$ cat src/rtl/vec_issue_pkg.sv
// Shared entry layout, state encodings and a saturating-increment helper for the vector issue queue.
package vec_issue_pkg;

    localparam int unsigned ISSUE_XLEN = 32;

    typedef struct packed {
        logic [ISSUE_XLEN-1:0] instr;
        logic [ISSUE_XLEN-1:0] rs1;
        logic [ISSUE_XLEN-1:0] rs2;
    } issue_entry_t;

    typedef enum logic [1:0] {
        ISS_IDLE    = 2'd0,
        ISS_VALID   = 2'd1,
        ISS_BLOCKED = 2'd2
    } iss_state_e;

    typedef enum logic {
        RESP_EMPTY = 1'b0,
        RESP_FULL  = 1'b1
    } resp_state_e;

    function automatic logic [31:0] sat_inc32(input logic [31:0] v, input logic en);
        return (en && (v != 32'hFFFF_FFFF)) ? v + 32'd1 : v;
    endfunction

endpackage

$ cat src/rtl/vec_issue_fifo.sv
// DEPTH-entry FIFO of issue entries with push/pop/flush; exposes the registered and next count.
module vec_issue_fifo
    import vec_issue_pkg::*;
#(
    parameter int unsigned DEPTH = 4
) (
    input  logic                         clk,
    input  logic                         reset,
    input  logic                         push,
    input  logic                         pop,
    input  logic                         flush,
    input  issue_entry_t                 wdata,
    output issue_entry_t                 rdata,
    output logic [$clog2(DEPTH+1)-1:0]   count,
    output logic [$clog2(DEPTH+1)-1:0]   count_next_c
);

    localparam int unsigned PTR_W = $clog2(DEPTH);
    localparam int unsigned CNT_W = $clog2(DEPTH + 1);
    localparam logic [CNT_W-1:0] DEPTH_C = CNT_W'(DEPTH);

    issue_entry_t     mem_q [DEPTH];
    logic [PTR_W-1:0] wr_ptr_q, wr_ptr_d;
    logic [PTR_W-1:0] rd_ptr_q, rd_ptr_d;
    logic [CNT_W-1:0] count_q, count_d;
    logic             do_push, do_pop;

    // A flush always wins over a push; pops never underflow.
    assign do_push = push && !flush && (count_q != DEPTH_C);
    assign do_pop  = pop && (count_q != '0);

    always_comb begin
        wr_ptr_d = wr_ptr_q;
        rd_ptr_d = rd_ptr_q;
        count_d  = count_q;
        if (do_push) wr_ptr_d = wr_ptr_q + PTR_W'(1);
        if (do_pop)  rd_ptr_d = rd_ptr_q + PTR_W'(1);
        if (flush) begin
            rd_ptr_d = wr_ptr_q;
            count_d  = '0;
        end else if (do_push && !do_pop) begin
            count_d = count_q + CNT_W'(1);
        end else if (!do_push && do_pop) begin
            count_d = count_q - CNT_W'(1);
        end
    end

    always_ff @(posedge clk) begin
        if (reset) begin
            wr_ptr_q <= '0;
            rd_ptr_q <= '0;
            count_q  <= '0;
        end else begin
            wr_ptr_q <= wr_ptr_d;
            rd_ptr_q <= rd_ptr_d;
            count_q  <= count_d;
        end
    end

    always_ff @(posedge clk) begin
        if (do_push) mem_q[wr_ptr_q] <= wdata;
    end

    assign rdata        = mem_q[rd_ptr_q];
    assign count        = count_q;
    assign count_next_c = count_d;

endmodule

$ cat src/rtl/vec_issue_queue.sv
// Buffered issue agent between the scalar core and the vector processor.
// Optional VEC_ISSUE_STATS_EN adds saturating issue/stall counters.
module vec_issue_queue
    import vec_issue_pkg::*;
#(
    parameter int unsigned XLEN            = ISSUE_XLEN,
    parameter int unsigned DEPTH           = 4,
    parameter int unsigned MAX_OUTSTANDING = 2
) (
    input  logic                                   clk,
    input  logic                                   reset,
    input  logic                                   sp_valid,
    output logic                                   sp_ready,
    input  logic [XLEN-1:0]                        sp_instruction,
    input  logic [XLEN-1:0]                        sp_rs1_data,
    input  logic [XLEN-1:0]                        sp_rs2_data,
    input  logic                                   flush,
    output logic                                   inst_valid,
    input  logic                                   vec_pro_ready,
    output logic [XLEN-1:0]                        instruction,
    output logic [XLEN-1:0]                        rs1_data,
    output logic [XLEN-1:0]                        rs2_data,
    input  logic                                   vec_pro_ack,
    input  logic [XLEN-1:0]                        csr_out,
    output logic                                   scalar_pro_ready,
    output logic                                   sp_resp_valid,
    output logic [XLEN-1:0]                        sp_resp_data,
    input  logic                                   sp_resp_ready,
    output logic [$clog2(DEPTH+1)-1:0]             q_count,
    output logic [$clog2(MAX_OUTSTANDING+1)-1:0]   outstanding,
`ifdef VEC_ISSUE_STATS_EN
    output logic [31:0]                            stat_issued,
    output logic [31:0]                            stat_stall,
`endif
    output logic                                   ack_err
);

    localparam int unsigned CNT_W = $clog2(DEPTH + 1);
    localparam int unsigned OUT_W = $clog2(MAX_OUTSTANDING + 1);
    localparam logic [CNT_W-1:0] DEPTH_C = CNT_W'(DEPTH);
    localparam logic [OUT_W-1:0] MAX_C   = OUT_W'(MAX_OUTSTANDING);

    iss_state_e       iss_q, iss_d;
    resp_state_e      resp_q, resp_d;
    logic [OUT_W-1:0] out_q, out_d;
    logic [XLEN-1:0]  resp_data_q, resp_data_d;
    logic             ack_err_q, ack_err_d;

    issue_entry_t     wr_entry, head_entry;
    logic [CNT_W-1:0] cnt_q, cnt_next;
    logic             push, transfer, ack_take;

    assign wr_entry = '{instr: ISSUE_XLEN'(sp_instruction),
                        rs1:   ISSUE_XLEN'(sp_rs1_data),
                        rs2:   ISSUE_XLEN'(sp_rs2_data)};

    vec_issue_fifo #(
        .DEPTH (DEPTH)
    ) u_fifo (
        .clk          (clk),
        .reset        (reset),
        .push         (push),
        .pop          (transfer),
        .flush        (flush),
        .wdata        (wr_entry),
        .rdata        (head_entry),
        .count        (cnt_q),
        .count_next_c (cnt_next)
    );

    // Handshake qualifiers; sp_ready looks only at the registered count.
    assign sp_ready         = (cnt_q != DEPTH_C) && !flush && !reset;
    assign push             = sp_valid && sp_ready;
    assign inst_valid       = (iss_q == ISS_VALID);
    assign transfer         = inst_valid && vec_pro_ready;
    assign scalar_pro_ready = (resp_q == RESP_EMPTY) || sp_resp_ready;
    assign ack_take         = vec_pro_ack && scalar_pro_ready && (out_q != '0);

    // Issue FSM, outstanding counter, response register and error flag next-state.
    always_comb begin
        iss_d       = iss_q;
        resp_d      = resp_q;
        out_d       = out_q;
        resp_data_d = resp_data_q;
        ack_err_d   = ack_err_q;

        if (transfer && !ack_take)      out_d = out_q + OUT_W'(1);
        else if (!transfer && ack_take) out_d = out_q - OUT_W'(1);

        if (vec_pro_ack && (out_q == '0)) ack_err_d = 1'b1;

        unique case (iss_q)
            ISS_IDLE: begin
                if (cnt_next != '0) iss_d = (out_d == MAX_C) ? ISS_BLOCKED : ISS_VALID;
            end
            ISS_VALID, ISS_BLOCKED: begin
                if (cnt_next == '0)      iss_d = ISS_IDLE;
                else if (out_d == MAX_C) iss_d = ISS_BLOCKED;
                else                     iss_d = ISS_VALID;
            end
            default: iss_d = ISS_IDLE;
        endcase

        // A taken ack refills even when the held response drains this cycle.
        if (ack_take) begin
            resp_d      = RESP_FULL;
            resp_data_d = csr_out;
        end else if ((resp_q == RESP_FULL) && sp_resp_ready) begin
            resp_d = RESP_EMPTY;
        end
    end

    always_ff @(posedge clk) begin
        if (reset) begin
            iss_q       <= ISS_IDLE;
            resp_q      <= RESP_EMPTY;
            out_q       <= '0;
            resp_data_q <= '0;
            ack_err_q   <= 1'b0;
        end else begin
            iss_q       <= iss_d;
            resp_q      <= resp_d;
            out_q       <= out_d;
            resp_data_q <= resp_data_d;
            ack_err_q   <= ack_err_d;
        end
    end

    assign instruction   = XLEN'(head_entry.instr);
    assign rs1_data      = XLEN'(head_entry.rs1);
    assign rs2_data      = XLEN'(head_entry.rs2);
    assign sp_resp_valid = (resp_q == RESP_FULL);
    assign sp_resp_data  = resp_data_q;
    assign q_count       = cnt_q;
    assign outstanding   = out_q;
    assign ack_err       = ack_err_q;

`ifdef VEC_ISSUE_STATS_EN
    logic [31:0] stat_issued_q, stat_stall_q;
    logic        stall_c;

    assign stall_c = (iss_q == ISS_BLOCKED) || ((iss_q == ISS_VALID) && !vec_pro_ready);

    always_ff @(posedge clk) begin
        if (reset) begin
            stat_issued_q <= '0;
            stat_stall_q  <= '0;
        end else begin
            stat_issued_q <= sat_inc32(stat_issued_q, transfer);
            stat_stall_q  <= sat_inc32(stat_stall_q, stall_c);
        end
    end

    assign stat_issued = stat_issued_q;
    assign stat_stall  = stat_stall_q;
`endif

endmodule

$ cat config.mk
export PLATFORM = sky130hd
export DESIGN_NAME = vec_issue_queue
export DESIGN_NICKNAME = d
export VERILOG_FILES = /design/src/rtl/vec_issue_pkg.sv /design/src/rtl/vec_issue_fifo.sv /design/src/rtl/vec_issue_queue.sv
export SDC_FILE = /design/constraint.sdc
export NUM_CORES = 1
export LEC_CHECK = 0
export CAP_MARGIN = 10
export CELL_PAD_IN_SITES_DETAIL_PLACEMENT = 0
export CELL_PAD_IN_SITES_GLOBAL_PLACEMENT = 2
export CORE_ASPECT_RATIO = 0.75
export CORE_UTILIZATION = 40
export CTS_CLUSTER_SIZE = 12
export DETAILED_ROUTE_END_ITERATION = 16
export PLACE_DENSITY = 0.91
export SYNTH_ARGS = -nofsm -noshare
export SYNTH_HDL_FRONTEND = slang
export SYNTH_SLANG_ARGS = --single-unit
$ cat constraint.sdc
create_clock -name clk -period 4.8 [get_ports clk]
set_input_delay 0.96 -clock clk [delete_from_list [all_inputs] [get_ports clk]]
set_output_delay 0.96 -clock clk [all_outputs]
set_load 0.01 [all_outputs]
# --- Yosys cells after proc, flatten, opt, wreduce, memory -nomap -nowiden ---
# Memory sizes are Yosys's and may differ from the RTL's. A register that Yosys moved wholly into a read port is not among the register bits.
# Index checks and enable logic that the tools add are counted.
op_classes:
  muxes: 17
  n_addsub: 6
  n_reduce_logical: 31
  bitwise: 1
  eq_ne: 5
ops:
  columns: ["operator", "count"]
  rows:
  - ["$mux 2", 9]
  - ["$logic_and 1x1->1", 15]
  - ["$mux 3", 3]
  - ["$add 2x1->2 const B", 3]
  - ["$logic_not 1->1", 6]
  - ["$reduce_bool 2->1", 3]
  - ["$reduce_bool 3->1", 2]
  - ["$eq 2x2->1 const B", 2]
  - ["$logic_not 2->1", 2]
  - ["$mux 1", 4]
  - ["$pmux 2 s2", 1]
  - ["$add 3x1->3 const B", 1]
  - ["$logic_not 3->1", 1]
  - ["$ne 3x3->1 const B", 1]
  - ["$sub 3x1->3 const B", 1]
  - ["$eq 2x1->1 const B", 1]
  - ["$ne 2x2->1 const B", 1]
  - ["$reduce_or 2->1", 1]
  - ["$sub 2x1->2 const B", 1]
  - ["$logic_or 1x1->1", 1]
  - ["$not 1->1", 1]
word_totals:
  output_inout_bits: 138
  reg_bits: 45
  inputBits: 135
  n_memories: 1
  mem_bits_rw: 384
memory_table:
  columns: ["name", "depth", "width", "rd", "rd_clocked_by_memory_dff", "write_ports", "line", "rtl"]
  rows:
  - ["u_fifo.mem_q", 4, 96, 1, 1, 1, "vec_issue_fifo.sv:22", "issue_entry_t mem_q [DEPTH];"]

# --- Depth between registers and ports, before layout ---
depth:
  depth_word: 14
  mapped_depth: 9
  ltp_nobuf: 8

# --- By module ---
# A second synthesis with hierarchy kept.
unflattened:
  hier_cells: 765
  hier_area_um2: 16040.4
modules_own_cells:
  columns: ["module", "cells_each", "n_inst", "area_each_um2"]
  rows:
  - ["vec_issue_fifo", 575, 1, 14505.2]
  - ["vec_issue_queue", 190, 1, 1535.2]

# --- Least setup slack after synthesis ---
# OpenSTA, ideal clock, no wires.
synth_timing:
  path_kind: "input-to-reg"
  start: "input port flush"
  end: "memory u_fifo.mem_q[0][0] (netlist bit), enable pin"
  path_buffers: 1
  cell_stages: 3
  t_arrival_ns: 3.781
  t_required_ns: 4.334
  slack_ns: 0.553
  path_cell_list: "buf_2 a211oi_4 and3_1"
synth_between:
  elab_chain_len: 8
synth_lines:
  columns: ["element", "line", "rtl"]
  rows:
  - ["start, declared", "vec_issue_queue.sv:17", "input logic flush,"]
  - ["$logic_not 1->1", "vec_issue_queue.sv:72", "assign sp_ready = (cnt_q != DEPTH_C) && !flush && !reset;"]
  - ["$logic_and 1x1->1 (2 in series)", "vec_issue_queue.sv:72", null]
  - ["via sp_ready", "vec_issue_queue.sv:13", "output logic sp_ready,"]
  - ["$logic_and 1x1->1", "vec_issue_queue.sv:73", "assign push = sp_valid && sp_ready;"]
  - ["$logic_and 1x1->1 (2 in series)", "vec_issue_fifo.sv:29", "assign do_push = push && !flush && (count_q != DEPTH_C);"]
  - ["$mux 1", "vec_issue_fifo.sv:61", "if (do_push) mem_q[wr_ptr_q] <= wdata;"]
  - ["$mux 1 (implied by the code)", "vec_issue_fifo.sv:61", null]
  - ["end, declared", "vec_issue_fifo.sv:22", null]
# The timed path passes the listed nets, and every way through them passes these cells.

==> impl_metrics.yaml <==
run_status:
  status: "complete, no violations"
sta:
  fmax_ghz: 0.261
  fin_ws_ns: 0.965
  period_needed_ns: 3.84
  tightest_slew_ns: 0.888
  setup_tns_ns: 0
  final.setup_skew_ns: 0.0149
  finalHoldViolCount: 0
  slew-limit-headroom: 0.408
  finalSetupViolCount: 0
  slew_viol_final: 0
  min_period_over_period: 0.799
  rsz0062_at_grt: "no"
setup_path:
  timing.rr.start: "u_fifo.count[0]"
  crit_arrival_ns: 2.88
  crit_path_start_kind: "flip-flop"
  crit_type: "flip-flop to primary output"
  ff2ff_path_depth: 5
  cp.required_ns: 3.84
  critPathCaptureType: "primary output"
  r2r-end: "u_fifo.mem_q[1][43]"
  reg2reg_setup_slack_ns: 2.20
  path_max_fanout: 34
floorplanning:
  ios: 273
  die_w_um: 232
  fp.dieH_um: 174
  start_util: 0.410
  dieArea_um2: 40400
  core-area_um2: 38600
  rows: 62
clock_tree:
  cts_max_level: 2
  ctsResizeCount: 0
  cts-buffers-inserted: 43
  cts.reportedPaths.clkPinSlew_ns: 0.06
  root_buffer: "clkbuf_16"
  clock_latency_ns: 0.55
  cts_tree: "yes"
  clockBufferDepth: 3
  hold_buffers: 0
  cts.sinks: 431
  post_cts_buffers: 0
yosys:
  synthTopCellsByCount: "edfxtp_1, mux4_2, nand2_1"
  netlist_top_cells_area: "edfxtp_1, mux4_2, dfxtp_1"
  synth_ff_type: "edfxtp_1"
  ys_warn_count: 0
  async_flop_share: 0
  yosys.area.top_type: "edfxtp_1"
  syn-num-nets: 900
  synth_edf_count: 384
  ys_ff_latch: 431
  yosysMostFrequentCell: "edfxtp_1"
  synthDistinctLibCells: 35
  synth_top_area_share: 0.729
  netlist_area_um2: 15800
  seq_area_frac_synth: 0.788
  syn_inst: 754
  syn_avg_cell_area_um2: 21.0
place:
  port_buffers: 272
  gp_congestion: 0.727
  dp_hpwl_um: 21000
  pre_cts_slack_ns: 1.17
route:
  drcViolationCount: 0
  ant_nets: 0
  drt-total-wl_um: 33100
  wl_per_cell_um: 20.8
  vias: 8012
  viasPerCell: 5.03
  dr.pass1.iters: 4
  drt_iter0_drc: 417
global_routing:
  grt_pass1_wl_um: 50000
  grt_pass1_vias: 8427
  gr-total-overflow: 0
  antenna_found_initial: 5
  grt_usage: 0.165
  grt_max_degree: 54
power_and_ir_drop:
  peakVddDrop_uv: 294
  power_density_nw_per_um2: 393
  seqPwrFrac: 0.524
  clkPwrFrac: 0.374
  combinationalPowerShare: 0.102
  p_leak_nw: 6.49
  finalPower_mw: 8.08
  p_sw_frac: 0.215
  p_switching_mw: 1.73
  p_int_mw: 6.35
worst_hold_path:
  holdPathEnd: "sp_resp_data[18]"
  min_path_cells: 2
  worstHoldStart: "sp_resp_data[18]"
  worstHoldPathType: "flip-flop to flip-flop"
finish:
  fillCellCount: 3018
  multi_input_area_um2: 3180
  seq_area_um2: 12500
  nNetsFinal: 1205
  syn2layout_area_growth_pct: 29.9
  drive_gt1_frac: 0.168
run:
  cap_violations: 0
==> cells by family after synthesis <==
group / count (synthesis) / share of synthesized area
AND/OR/NAND/NOR: 104 / 0.0278
AO/OA/AOI/OAI: 59 / 0.0223
XOR/XNOR: 6 / 0.00332
buffers and inverters: 46 / 0.0125
multiplexers: 97 / 0.137
adder cells (fa/ha/maj): 11 / 0.00870
flip-flops: 431 / 0.788
==> power groups by stage <==
stage	clock [mW]	combinational, mW	sequential [mW]
after floorplan	0	0.353	4.32
after global placement	0	0.821	4.31
after detailed placement	0	0.830	4.32
after CTS	3.12	0.835	4.24
after global routing	3.25	0.892	4.25
final	3.02	0.821	4.24
==> through the flow <==
stage	util	std cells	hold slack, ns	instance area (µm²)
after floorplan	-	754	0.463	15800
after global placement	0.500	1526	0.441	19300
after detailed placement	0.500	1526	0.449	19300
after CTS	0.532	1587	0.458	20500
after global routing	0.532	1587	0.472	20500
final	0.532	1592	0.453	20600
==> cell usage in the layout (no fill, tap or decap), drive strengths merged, types with 3 or more instances in the layout <==
cell,n
nor2,11
inv,10
nor3,3
a21oi,41
xnor2,5
clkdlybuf4s50,272
clkbuf,54
buf,25
diode,5
ha,11
nand2b,5
nand2,71
nand3,3
o22ai,3
a211oi,4
nor2b,4
mux4,96
dfxtp,47
and3,4
edfxtp,384
clkinv,5
==> critical path, cell delays in order (launching register included) <==
cell,delay [ns]
dfxtp_4,0.87
buf_4,0.38
mux4_2,0.55
clkdlybuf4s50_1,0.50
==> final cells by class <==
class / instances / share of cell area
Sequential cell: 431 / 0.607
Antenna cell: 5 / 0.000609
Multi-Input combinational cell: 277 / 0.155
Inverter: 9 / 0.00164
Clock inverter: 7 / 0.00487
Clock buffer: 54 / 0.0553
Timing Repair Buffer: 297 / 0.145
Tap cell: 512 / 0.0312
==> how the worst max path moves through the flow <==
stage	startpoint	endpoint	slack, ns	depth (start not counted)
floorplan	flush	u_fifo.mem_q[0][0]	0.55	3
global placement	flush	sp_ready	1.18	3
detailed placement	flush	sp_ready	1.17	3
CTS	flip-flop	instruction[0]	0.84	3
global route	flip-flop	instruction[0]	0.76	3
finish	flip-flop	instruction[13]	0.96	3
==> state kept, by name, indices dropped and copies added, names as in the netlist, named ones only <==
signal and cells:
ack_err 1, u_fifo.count 3, u_fifo.mem_q 384, iss_q 2
sp_resp_data 32, sp_resp_valid 1, u_fifo.wr_ptr_q 2, u_fifo.rd_ptr_q 2
outstanding 2
==> layer usage <==
| metal | global-route usage | vias up | share of wire |
|---|---|---|---|
| met5 | 0 | - | 0.00075 |
| met4 | 0.0354 | 4 | 0.012 |
| met3 | 0.0638 | 37 | 0.094 |
| met2 | 0.258 | 250 | 0.46 |
| met1 | 0.218 | 4069 | 0.43 |
| li1 | - | 3652 | - |
Note: power is estimated with default switching activity, not from simulation.
